File: src/rtl/rtc_ctrl_pkg.sv
// Shared types and limits for the RTC time/set controller.
// The state enum doubles as the edit_field encoding.
package rtc_ctrl_pkg;

  typedef enum logic [1:0] {
    RUN      = 2'd0,
    SET_HOUR = 2'd1,
    SET_MIN  = 2'd2,
    SET_SEC  = 2'd3
  } rtc_state_e;

  localparam logic [4:0] MAX_HOUR = 5'd23;
  localparam logic [5:0] MAX_MIN  = 6'd59;
  localparam logic [5:0] MAX_SEC  = 6'd59;

  function automatic logic [5:0] wrap_inc(
    input logic [5:0] v,
    input logic [5:0] max
  );
    return (v == max) ? 6'd0 : v + 6'd1;
  endfunction

endpackage

File: src/rtl/hms_counter.sv
// Live hour/minute/second registers.
// Ticks carry through the chain; set-path increments wrap locally.
module hms_counter
  import rtc_ctrl_pkg::*;
(
  input  logic       clk,
  input  logic       rst_n,
  input  logic       tick_i,
  input  logic       inc_hour_i,
  input  logic       inc_min_i,
  input  logic       clr_sec_i,
  output logic [4:0] hour_o,
  output logic [5:0] min_o,
  output logic [5:0] sec_o
);

  logic [4:0] hour_q, hour_d;
  logic [5:0] min_q, min_d;
  logic [5:0] sec_q, sec_d;
  logic [4:0] hour_nx;
  logic [5:0] min_nx;
  logic [5:0] sec_nx;

  always_comb begin
    hour_nx = 5'(wrap_inc({1'b0, hour_q}, {1'b0, MAX_HOUR}));
    min_nx  = wrap_inc(min_q, MAX_MIN);
    sec_nx  = wrap_inc(sec_q, MAX_SEC);
    hour_d  = hour_q;
    min_d   = min_q;
    sec_d   = sec_q;
    unique case (1'b1)
      tick_i: begin
        sec_d = sec_nx;
        if (sec_q == MAX_SEC) begin
          min_d = min_nx;
          if (min_q == MAX_MIN)
            hour_d = hour_nx;
        end
      end
      inc_hour_i: hour_d = hour_nx;
      inc_min_i:  min_d  = min_nx;
      clr_sec_i:  sec_d  = '0;
      default: ;
    endcase
  end

  always_ff @(posedge clk or negedge rst_n) begin
    if (!rst_n) begin
      hour_q <= '0;
      min_q  <= '0;
      sec_q  <= '0;
    end else begin
      hour_q <= hour_d;
      min_q  <= min_d;
      sec_q  <= sec_d;
    end
  end

  assign hour_o = hour_q;
  assign min_o  = min_q;
  assign sec_o  = sec_q;

endmodule

File: src/rtl/rtc_time_ctrl.sv
// RTC controller: set-mode FSM, 1 Hz prescaler, blink divider
// and frame-synchronous shadow registers for the overlay renderer.
module rtc_time_ctrl
  import rtc_ctrl_pkg::*;
#(
  parameter int CLK_HZ    = 27_000_000,
  parameter int BLINK_DIV = 13_500_000
) (
  input  logic       clk,
  input  logic       rst_n,
  input  logic       btn_mode,
  input  logic       btn_inc,
  input  logic       frame_start,
  output logic [4:0] hour_o,
  output logic [5:0] min_o,
  output logic [5:0] sec_o,
  output logic [1:0] edit_field,
  output logic       blink,
  output logic       tick_1hz
);

  localparam int PW = (CLK_HZ > 1) ? $clog2(CLK_HZ) : 1;
  localparam int BW = (BLINK_DIV > 1) ? $clog2(BLINK_DIV) : 1;
  localparam logic [PW-1:0] PRESC_TC = PW'(CLK_HZ - 1);
  localparam logic [BW-1:0] BLINK_TC = BW'(BLINK_DIV - 1);

  rtc_state_e    state_q;
  logic [PW-1:0] presc_q, presc_d;
  logic [BW-1:0] bcnt_q, bcnt_d;
  logic          phase_q, phase_d;
  logic          tick_q;
  logic [4:0]    hour_q;
  logic [5:0]    min_q;
  logic [5:0]    sec_q;
  logic [1:0]    edit_q;
  logic          blink_q;

  logic       tick;
  logic       live_blink;
  logic       inc_hour;
  logic       inc_min;
  logic       clr_sec;
  logic       set_ok;
  logic [4:0] live_hour;
  logic [5:0] live_min;
  logic [5:0] live_sec;

  always_comb begin
    tick       = (state_q == RUN) && (presc_q == PRESC_TC);
    live_blink = (state_q != RUN) && phase_q;
    set_ok     = btn_inc && !btn_mode;
    inc_hour   = set_ok && (state_q == SET_HOUR);
    inc_min    = set_ok && (state_q == SET_MIN);
    clr_sec    = set_ok && (state_q == SET_SEC);
    // Held at zero outside RUN so a resumed clock waits a full second.
    presc_d = '0;
    if ((state_q == RUN) && !btn_mode && !tick)
      presc_d = presc_q + PW'(1);
    bcnt_d  = (bcnt_q == BLINK_TC) ? '0 : bcnt_q + BW'(1);
    phase_d = phase_q ^ (bcnt_q == BLINK_TC);
  end

  hms_counter u_hms (
    .clk        (clk),
    .rst_n      (rst_n),
    .tick_i     (tick),
    .inc_hour_i (inc_hour),
    .inc_min_i  (inc_min),
    .clr_sec_i  (clr_sec),
    .hour_o     (live_hour),
    .min_o      (live_min),
    .sec_o      (live_sec)
  );

  always_ff @(posedge clk or negedge rst_n) begin
    if (!rst_n) begin
      state_q <= RUN;
    end else if (btn_mode) begin
      unique case (state_q)
        RUN:      state_q <= SET_HOUR;
        SET_HOUR: state_q <= SET_MIN;
        SET_MIN:  state_q <= SET_SEC;
        SET_SEC:  state_q <= RUN;
        default:  state_q <= RUN;
      endcase
    end
  end

  always_ff @(posedge clk or negedge rst_n) begin
    if (!rst_n) begin
      presc_q <= '0;
      bcnt_q  <= '0;
      phase_q <= 1'b0;
      tick_q  <= 1'b0;
    end else begin
      presc_q <= presc_d;
      bcnt_q  <= bcnt_d;
      phase_q <= phase_d;
      tick_q  <= tick;
    end
  end

  // Shadow takes pre-edge live values, so digits only move per frame.
  always_ff @(posedge clk or negedge rst_n) begin
    if (!rst_n) begin
      hour_q  <= '0;
      min_q   <= '0;
      sec_q   <= '0;
      edit_q  <= '0;
      blink_q <= 1'b0;
    end else if (frame_start) begin
      hour_q  <= live_hour;
      min_q   <= live_min;
      sec_q   <= live_sec;
      edit_q  <= state_q;
      blink_q <= live_blink;
    end
  end

  assign hour_o     = hour_q;
  assign min_o      = min_q;
  assign sec_o      = sec_q;
  assign edit_field = edit_q;
  assign blink      = blink_q;
  assign tick_1hz   = tick_q;

endmodule

File: config.mk
export PLATFORM = sky130hd
export DESIGN_NAME = rtc_time_ctrl
export DESIGN_NICKNAME = d
export VERILOG_FILES = /design/src/rtl/rtc_ctrl_pkg.sv /design/src/rtl/hms_counter.sv /design/src/rtl/rtc_time_ctrl.sv
export SDC_FILE = /design/constraint.sdc
export NUM_CORES = 1
export LEC_CHECK = 0
export ABC_AREA = 1
export CORE_UTILIZATION = 54
export CTS_BUF_LIST = sky130_fd_sc_hd__clkbuf_16
export DETAILED_ROUTE_END_ITERATION = 10
export PLACE_DENSITY = 0.76
export RECOVER_POWER = 25
export SLEW_MARGIN = 40
export SYNTH_ARGS = -nofsm -noshare
export SYNTH_HDL_FRONTEND = slang
export SYNTH_HIERARCHICAL = 1
export SYNTH_SLANG_ARGS = --single-unit
File: constraint.sdc
create_clock -name clk -period 2.2 [get_ports clk]
set_clock_uncertainty 0.2 [all_clocks]
set_input_delay 0.33 -clock clk [delete_from_list [all_inputs] [get_ports clk]]
set_output_delay 0.33 -clock clk [all_outputs]
set_load 0.01 [all_outputs]
Word-level counts from Yosys, hierarchy flattened
Cells that the tools add are included.
Widths: inputs -> output; s select.
{"block": "op_classes", "eq_ne": 10, "reduce_logical": 17, "bitwise_logic": 1, "addsub": 5, "mux": 12}
{"operator": "$add 25x1->25 const B", "n": 1}
{"operator": "$eq 25x25->1 const B", "n": 1}
{"operator": "$mux 25", "n": 1}
{"operator": "$add 24x1->24 const B", "n": 1}
{"operator": "$eq 24x24->1 const B", "n": 1}
{"operator": "$mux 24", "n": 1}
{"operator": "$pmux 6 s2", "n": 2}
{"operator": "$mux 6", "n": 3}
{"operator": "$mux 5", "n": 3}
{"operator": "$add 6x1->6 const B", "n": 2}
{"operator": "$eq 6x6->1 const B", "n": 2}
{"operator": "$pmux 5 s2", "n": 1}
{"operator": "$logic_and 1x1->1", "n": 8}
{"operator": "$pmux 2 s4", "n": 1}
{"operator": "$reduce_bool 2->1", "n": 4}
{"operator": "$add 5x1->5 const B", "n": 1}
{"operator": "$eq 5x5->1 const B", "n": 1}
{"operator": "$eq 2x2->1 const B", "n": 2}
{"operator": "$ne 2x1->1 const B", "n": 2}
{"operator": "$reduce_and 3->1", "n": 1}
{"operator": "$eq 2x1->1 const B", "n": 1}
{"operator": "$logic_not 1->1", "n": 2}
{"operator": "$logic_not 2->1", "n": 1}
{"operator": "$reduce_and 2->1", "n": 1}
{"operator": "$xor 1x1->1", "n": 1}
{"block": "word_totals", "word_cells": 58, "regBits": 90}

Depth between registers and ports, before layout
Gate-level depths: netlist (run 1).
{"block": "depth", "depth_word": 5, "depth_mapped": 14, "ltp_nobuf": 14}

Hierarchy
The synthesis (run 1) kept the hierarchy.
{"mod": "rtc_time_ctrl", "cells_each": 494, "area_each_um2": 3851.2, "n_inst": 1, "seq_area_each_um2": 1826.8}
{"mod": "hms_counter", "cells_each": 133, "area_each_um2": 983.4, "n_inst": 1, "seq_area_each_um2": 425.4}

Least setup slack after synthesis (run 1)
No wires, ideal clock.
{"block": "synth_timing", "path_type": "register -> register", "start": "reg presc_q[0]", "end": "reg u_hms.min_q[2], in the netlist u_hms/min_o[2]", "period_less_slack_ns": 2.054, "path_stages_with_launch": 13, "t_arrival_ns": 1.736, "setup_slack_ns": 0.146, "cell_sequence": "dfrtp_1 ha_1 nand3_2 inv_2 nand2_1 nor2_1 nand2_1 inv_1 inv_1 o21ai_4 inv_4 nand2_1 nand2_1"}
{"block": "synth_between", "elab_chain_len": 4}
{"item": "start, declared", "line_no": "rtc_time_ctrl.sv:28", "text": "logic [PW-1:0] presc_q, presc_d;"}
{"item": "start signal, assigned", "line_no": "rtc_time_ctrl.sv:96", "text": "presc_q <= presc_d;"}
{"item": "$eq 25x25->1 (*)", "line_no": "rtc_time_ctrl.sv:49", "text": "tick = (state_q == RUN) && (presc_q == PRESC_TC);"}
{"item": "$logic_and 1x1->1 (*)", "line_no": "rtc_time_ctrl.sv:49"}
{"item": "net tick", "line_no": "rtc_time_ctrl.sv:38", "text": "logic tick;"}
{"item": "$ne 2x1->1 (no source line) or $reduce_bool 2->1 (tied branches)"}
{"item": "$reduce_and 2->1 (no source line)"}
{"item": "end signal, assigned", "line_no": "hms_counter.sv:54", "text": "min_q <= min_d;"}
{"item": "end, declared", "line_no": "hms_counter.sv:18", "text": "logic [5:0] min_q, min_d;"}
The timed path passes the listed nets; every way through them passes the cells marked *.
A chain may end at the register's enable or synchronous reset.

Worst setup path in the final report (run 1)
{"block": "layout_timing", "start": "reg presc_q[1]", "end": "reg u_hms.min_q[3], in the netlist u_hms/min_o[3]"}
Same word-level chain as after synthesis.

==> results of run 1 <==
==> cell families after synthesis <==
logic type / Yosys count / synth area share
mux: 17 / 0.0396
simple gates: 386 / 0.333
compound gates: 22 / 0.0256
xor+xnor: 27 / 0.0489
flops: 90 / 0.466
buf+inv: 76 / 0.0634
fa+ha+maj: 9 / 0.0233
==> final timing paths <==
path,cells past startpoint,endpoint,slack (ns),from
min reg2reg,1,bcnt_q[0]$_DFF_PN0_,0.31,bcnt_q[0]$_DFF_PN0_
min in group asynchronous,2,bcnt_q[18]$_DFF_PN0_,0.48,rst_n
max,12,u_hms/min_o[3]$_DFFE_PN0P_,0.15,presc_q[1]$_DFF_PN0_
max in group asynchronous,3,bcnt_q[4]$_DFF_PN0_,0.55,rst_n
min,1,bcnt_q[0]$_DFF_PN0_,0.31,bcnt_q[0]$_DFF_PN0_
max reg2reg,12,u_hms/min_o[3]$_DFFE_PN0P_,0.15,presc_q[1]$_DFF_PN0_
==> synth_stat cells <==
master    number  area share
a21oi_1       11       0.011
and2_0         1      0.0013
buf_2          3      0.0031
buf_6          2      0.0047
clkbuf_1       1     0.00078
dfrtp_1       90        0.47
ha_1           9       0.023
inv_1         67       0.052
inv_2          2      0.0016
inv_4          1      0.0013
mux2_2        17       0.040
nand2_1      168        0.13
nand2_2        9       0.012
nand2_4        1      0.0023
nand3_1       41       0.042
nand3_2        2      0.0041
nand3b_1       2      0.0031
nand4_1       11       0.014
nor2_1       136        0.11
nor2_2         6      0.0078
nor3_1         8      0.0083
nor3_2         1      0.0021
o21ai_0        9      0.0093
o21ai_4        1      0.0034
o21bai_1       1      0.0016
xnor2_1       10       0.018
xor2_1        17       0.031
==> state kept, by name, indices dropped and copies added (netlist names) <==
register,cells
phase_q,1
edit_field,2
state_q,2
sec_o,6
u_hms/min_o,6
hour_o,5
u_hms/sec_o,6
bcnt_q,24
blink,1
presc_q,25
u_hms/hour_o,5
tick_1hz,1
min_o,6
==> layout make-up <==
cell class / instances / area (µm²) / area share
Timing Repair Buffer: 37 / 348 / 0.0625
Clock inverter: 7 / 45.0 / 0.00810
Multi-Input combinational cell: 461 / 2290 / 0.412
Sequential cell: 90 / 2250 / 0.405
Clock buffer: 9 / 225 / 0.0405
Inverter: 70 / 265 / 0.0477
Tap cell: 108 / 135 / 0.0243
==> worst reg2reg max path: cells and delay by family (launching register included) <==
kind | cells | cell delay (ns)
flops | 1 | 0.40
fa+ha+maj | 1 | 0.21
simple gates | 6 | 0.50
compound gates | 1 | 0.23
buf+inv | 4 | 0.37
==> power by group <==
part           switching (mW)  internal (mW)
Clock                   0.643          0.761
Sequential              0.175           1.84
Combinational           0.418          0.406
==> cell usage in the layout, fill, tap and decap left out, types with 9 or more instances in the layout <==
| master | Yosys | final |
|---|---|---|
| mux2_2 | 17 | 17 |
| nor2_1 | 136 | 135 |
| dfrtp_1 | 90 | 90 |
| nand2_1 | 168 | 167 |
| nand4_1 | 11 | 11 |
| nand2_2 | 9 | 10 |
| xor2_1 | 17 | 17 |
| clkdlybuf4s50_1 | 0 | 23 |
| inv_1 | 67 | 64 |
| a21oi_1 | 11 | 11 |
| xnor2_1 | 10 | 10 |
| buf_4 | 0 | 9 |
| clkbuf_16 | 0 | 9 |
| nand3_1 | 41 | 41 |
| o21ai_0 | 9 | 9 |
==> timing repair <==
item | 4_1_cts | 5_1_grt
cloned | 0 | 0
resized for setup | 1 | 6
pin swaps | 0 | 1
hold endpoints to repair | 38 | 0
buffers inserted | 0 | 3
hold buffers | 1 | 0
setup endpoints to repair | 4 | 14
==> metrics by stage <==
stage	utilization	power, mW	cell area (µm²)	hold WS [ns]	worst slack [ns]
4_1_cts	0.637	4.24	5530	0.306	0.0204
3_5_place_dp	0.605	2.83	5250	0.134	0.00713
2_1_floorplan	-	2.46	4830	-0.166	0.146
6_report	0.641	4.24	5560	0.306	0.151
3_3_place_gp	0.605	2.77	5250	0.130	0.141
5_1_grt	0.641	4.45	5560	0.322	0.00769
==> routing by layer <==
layer / vias to the layer above / share of wire / track usage
met3: 19 / 0.041 / 0.0491
met2: 105 / 0.48 / 0.374
li1: 2039 / - / -
met4: 0 / 0.014 / 0.0723
met5: - / 0 / 0
met1: 1887 / 0.47 / 0.304
==> impl_metrics.csv, run 1 <==
group,metric,value,unit
status,status,"finished clean",
sta,rsz0062_at_grt,"false",
min_path,hold_path.class,"flip-flop to flip-flop",
cells_and_area,fin_cells,782,
die,rows,34,
global_route,grt-ovfl-total,0,
worst_setup_path,critPathBufInv,4,
yosys,post_synth.cell_area_avg,7.71,µm²
worst_setup_path,cpLargestDelayFamily,"simple AND/OR/NAND/NOR gates",
place,place_hpwl,7400,µm
power,power_density,762,mW/mm²
die,dieWidth,96.6,µm
sta,period_needed,2.05,ns
sta,max_freq,488,MHz
sta,finalCritPeriodShare,0.931,
worst_setup_path,cp.required,2.21,ns
worst_setup_path,critical_path_class,"flip-flop to flip-flop",
worst_setup_path,end_kind,"flip-flop",
clocking,clock-root-buffer,"clkbuf_16",
drt,drt-pass1-iter-count,4,
yosys,synth_area,0.00483,mm²
die,pin_count,26,
die,fp.dieH,96.6,µm
place,port_buffers,25,
drt,viasPerCell,5.18,
drt,detail_route.wl_per_cell,12.9,µm
yosys,ys_warn_count,6,
worst_setup_path,slowest_delay,0.40,ns
yosys,ys_ff_latch,90,
yosys,postSynthCellCount,627,
yosys,syn_nets,641,
global_route,grt_start_max_net_pins,41,
sta,hold_viol_final,0,
power,leakage,2.55,nW
sta,tns,0,ns
drt,vias,4050,
sta,tightest_slew,0.973,ns
die,initial_core_util,0.557,
cells_and_area,drive_gt1_frac,0.108,
yosys,yosysSeqAreaShare,0.466,
drt,drt_iter0_markers,228,
drt,drc,0,
global_route,grt_pass1_vias,4002,
clocking,clk_latency,0.34,ns
clocking,clk_transition_reported_paths,0.06,ns
worst_setup_path,crit_path_frequent_cell,"nand2_1",
die,core,0.00868,mm²
flow_run,max_cap_viol_count,0,
worst_setup_path,worstPathArrival,2.06,ns
worst_setup_path,crit_chain,"ha_1 > nand3_2 > inv_2 > nand2_1 > nor2_2 > nand2_2 > inv_2 > inv_1 > o21ai_4 > inv_4 > nand2_1 > nand2_1",
power,ir_drop,0.000452,V
cells_and_area,nets,683,
global_route,grt_first_pass_wirelength,17700,µm
drt,totalWireLength,10100,µm
cells_and_area,area_delta_synth_final,15.1,%
clocking,tritoncts,"done",
cells_and_area,fill_cells,728,
worst_setup_path,critPathSlowestCell,"dfrtp_1",
drt,ant_nets,0,
sta,setup_viol,0,
cells_and_area,diodes,0,
worst_setup_path,path_max_fanout,7,
clocking,cts_buffers,9,
global_route,antenna_found_initial,0,
clocking,clock_path_buffers,2,
clocking,htree_num_levels,3,
place,gp_congestion,0.910,
yosys,synth.distinct_cells,27,
place,placed_cells,762,
clocking,cts_sinks,90,
sta,maxSlewHeadroom,0.352,
global_route,gr-usage-all-layers,0.228,
die,design.die.area,0.00934,mm²
sta,drv_slew,0,
worst_setup_path,cp-start-kind,"flip-flop",
Power figures use the tool's default switching activity.
==> inputs of run 2 (changes only) <==
--- a/config.mk
+++ b/config.mk
@@ -9,8 +9,9 @@
 export CORE_UTILIZATION = 54
 export CTS_BUF_LIST = sky130_fd_sc_hd__clkbuf_16
 export DETAILED_ROUTE_END_ITERATION = 10
+export MAX_ROUTING_LAYER = met4
 export PLACE_DENSITY = 0.76
-export RECOVER_POWER = 25
+export RECOVER_POWER = 50
 export SLEW_MARGIN = 40
 export SYNTH_ARGS = -nofsm -noshare
 export SYNTH_HDL_FRONTEND = slang
==> constraint.sdc (replaced) <==
create_clock -name clk -period 2.2 [get_ports clk]
set_clock_uncertainty 0.2 [all_clocks]
set_input_delay 0.33 -clock clk [delete_from_list [all_inputs] [get_ports clk]]
set_output_delay 0.33 -clock clk [all_outputs]
set_load 0.1 [all_outputs]
==> impl_metrics.csv, run 2 (synthesis results as in run 1) <==
group,metric,value,unit
cells_and_area,seqCellArea,0.00225,mm²
worst_setup_path,timing.rr.end,"u_hms/hour_o[2]$_DFFE_PN0P_",
die,design.die.area,0.00934,mm²
status,status,"finished clean",
die,core,0.00868,mm²
worst_setup_path,regToRegStartpoint,"state_q[1]$_DFFE_PN0P_",
cells_and_area,fill_cells,749,
sta,max_freq,490,MHz
power,power_density,902,mW/mm²
clocking,clock-root-buffer,"clkbuf_16",
global_route,grt-ovfl-total,0,
sta,finalCritPeriodShare,0.927,
place,gp_congestion,0.911,
worst_setup_path,cp-start-kind,"flip-flop",
cells_and_area,final_common_cell,"nand2_1",
sta,maxSlewHeadroom,0.481,
worst_setup_path,worstRegToRegCells,13,
place,port_buffers,25,
clocking,htree_num_levels,3,
die,rows,34,
power,leakage,2.60,nW
sta,period_needed,2.04,ns
cells_and_area,top_register,"presc_q",
drt,totalWireLength,9930,µm
global_route,gr-usage-all-layers,0.239,
die,dieWidth,96.6,µm
min_path,holdPathEnd,"bcnt_q[0]$_DFF_PN0_",
die,fp.dieH,96.6,µm
clocking,cts_sinks,90,
cells_and_area,multi_input_area,0.00228,mm²
sta,tightest_slew,0.778,ns
place,place_area,0.00520,mm²
worst_setup_path,worstPathArrival,2.11,ns
drt,vias,4021,
cells_and_area,area_delta_synth_final,14.4,%
min_path,whs_path_depth,1,
power,total_power,4.99,mW
global_route,grt_start_max_net_pins,37,
global_route,grt_first_pass_wirelength,17800,µm
drt,viasPerCell,5.14,
sta,hold_viol_final,0,
flow_run,max_cap_viol_count,0,
cells_and_area,design_area,0.00553,mm²
sta,drv_slew,0,
drt,ant_nets,0,
place,place_hpwl,7390,µm
cells_and_area,nets,683,
clocking,clock_path_buffers,2,
cells_and_area,diodes,0,
sta,setup_viol,0,
worst_setup_path,critical_path_class,"flip-flop to flip-flop",
worst_setup_path,reg2reg_slack,0.16,ns
worst_setup_path,end_kind,"flip-flop",
cells_and_area,final_cell_mix,"nand2_1 (167), nor2_1 (136), dfrtp_1 (90), inv_1 (66), nand3_1 (41)",
cells_and_area,largest_reg_flops,25,
cells_and_area,drive_gt1_frac,0.135,
die,pin_count,26,
min_path,min_from,"bcnt_q[0]$_DFF_PN0_",
global_route,grt_pass1_vias,4059,
clocking,cts_buffers,9,
drt,drc,0,
power,ir_drop,0.000549,V
cells_and_area,reg_top3,"presc_q (25), bcnt_q (24)",
worst_setup_path,cp.required,2.27,ns
clocking,clk_latency,0.33,ns
clocking,clk_transition_reported_paths,0.06,ns
drt,drt-pass1-iter-count,5,
drt,detail_route.wl_per_cell,12.7,µm
min_path,hold_path.class,"flip-flop to flip-flop",
drt,drt_iter0_markers,237,
clocking,tritoncts,"done",
worst_setup_path,path_max_fanout,6,
die,initial_core_util,0.557,
global_route,antenna_found_initial,0,
[run 2: final cells by class]
class | instances | area share
Multi-Input combinational cell | 461 | 0.412
Sequential cell | 90 | 0.407
Timing Repair Buffer | 37 | 0.0504
Inverter | 70 | 0.0480
Clock buffer | 9 | 0.0407
Tap cell | 108 | 0.0244
Clock inverter | 7 | 0.0170
[run 2: critical path: stages (launching register included)]
cell     delay, ns
dfrtp_1       0.40
inv_1         0.09
ha_2          0.19
nand2_1       0.06
nor2_1        0.11
nand2_1       0.05
nor2_1        0.11
nand2_2       0.09
inv_2         0.09
buf_4         0.13
nand2_1       0.15
nand2_2       0.17
nand2_1       0.07
nand2_1       0.07
[run 2: worst max path at each step]
stage                                start                     endpoint  slack [ns]  depth (start not counted)
floorplan             presc_q[0]$_DFF_PN0_   u_hms/min_o[2]$_DFFE_PN0P_        0.15                         12
global placement    state_q[0]$_DFFE_PN0P_   u_hms/min_o[2]$_DFFE_PN0P_        0.14                         13
detailed placement  state_q[0]$_DFFE_PN0P_   u_hms/min_o[1]$_DFFE_PN0P_        0.05                         13
CTS                 state_q[0]$_DFFE_PN0P_   u_hms/min_o[1]$_DFFE_PN0P_        0.03                         13
global route        state_q[1]$_DFFE_PN0P_   u_hms/sec_o[5]$_DFFE_PN0P_      -0.002                         14
finish              state_q[1]$_DFFE_PN0P_  u_hms/hour_o[2]$_DFFE_PN0P_        0.16                         13
[run 2: routing by layer]
metal / wire length [µm] / global-route usage / share of wire / vias up
met1: 4740 / 0.310 / 0.48 / 1883
met5: 0 / - / 0 / -
met4: 104 / 0.0804 / 0.010 / 0
li1: - / - / - / 2039
met3: 374 / 0.0426 / 0.038 / 11
met2: 4710 / 0.382 / 0.47 / 88
[run 2: what timing repair did]
action                                  4_1_cts  5_1_grt
hold endpoints to repair                     90        0
endpoints found under the setup margin        0       15
gates resized for setup                       0        3
setup buffers                                 0        2
hold buffers                                  1        0
[run 2: power by group]
part / leakage (nW) / internal [mW] / total, mW / switching [mW]
logic: 1.24 / 0.361 / 1.36 / 0.995
clock network: 0.151 / 0.993 / 1.63 / 0.637
registers: 1.21 / 1.84 / 2.01 / 0.172
[run 2: metrics by stage]
step / setup WS, ns / utilization / hold slack (ns) / TNS [ns] / cells
global placement: 0.140 / 0.600 / -0.00160 / 0 / 763
finish: 0.160 / 0.637 / 0.297 / 0 / 782
global route: -0.00222 / 0.637 / 0.326 / -0.00222 / 782
CTS: 0.0325 / 0.638 / 0.194 / 0 / 780
detailed placement: 0.0537 / 0.600 / 0.00493 / 0 / 763
floorplan: 0.146 / - / -0.166 / 0 / 627
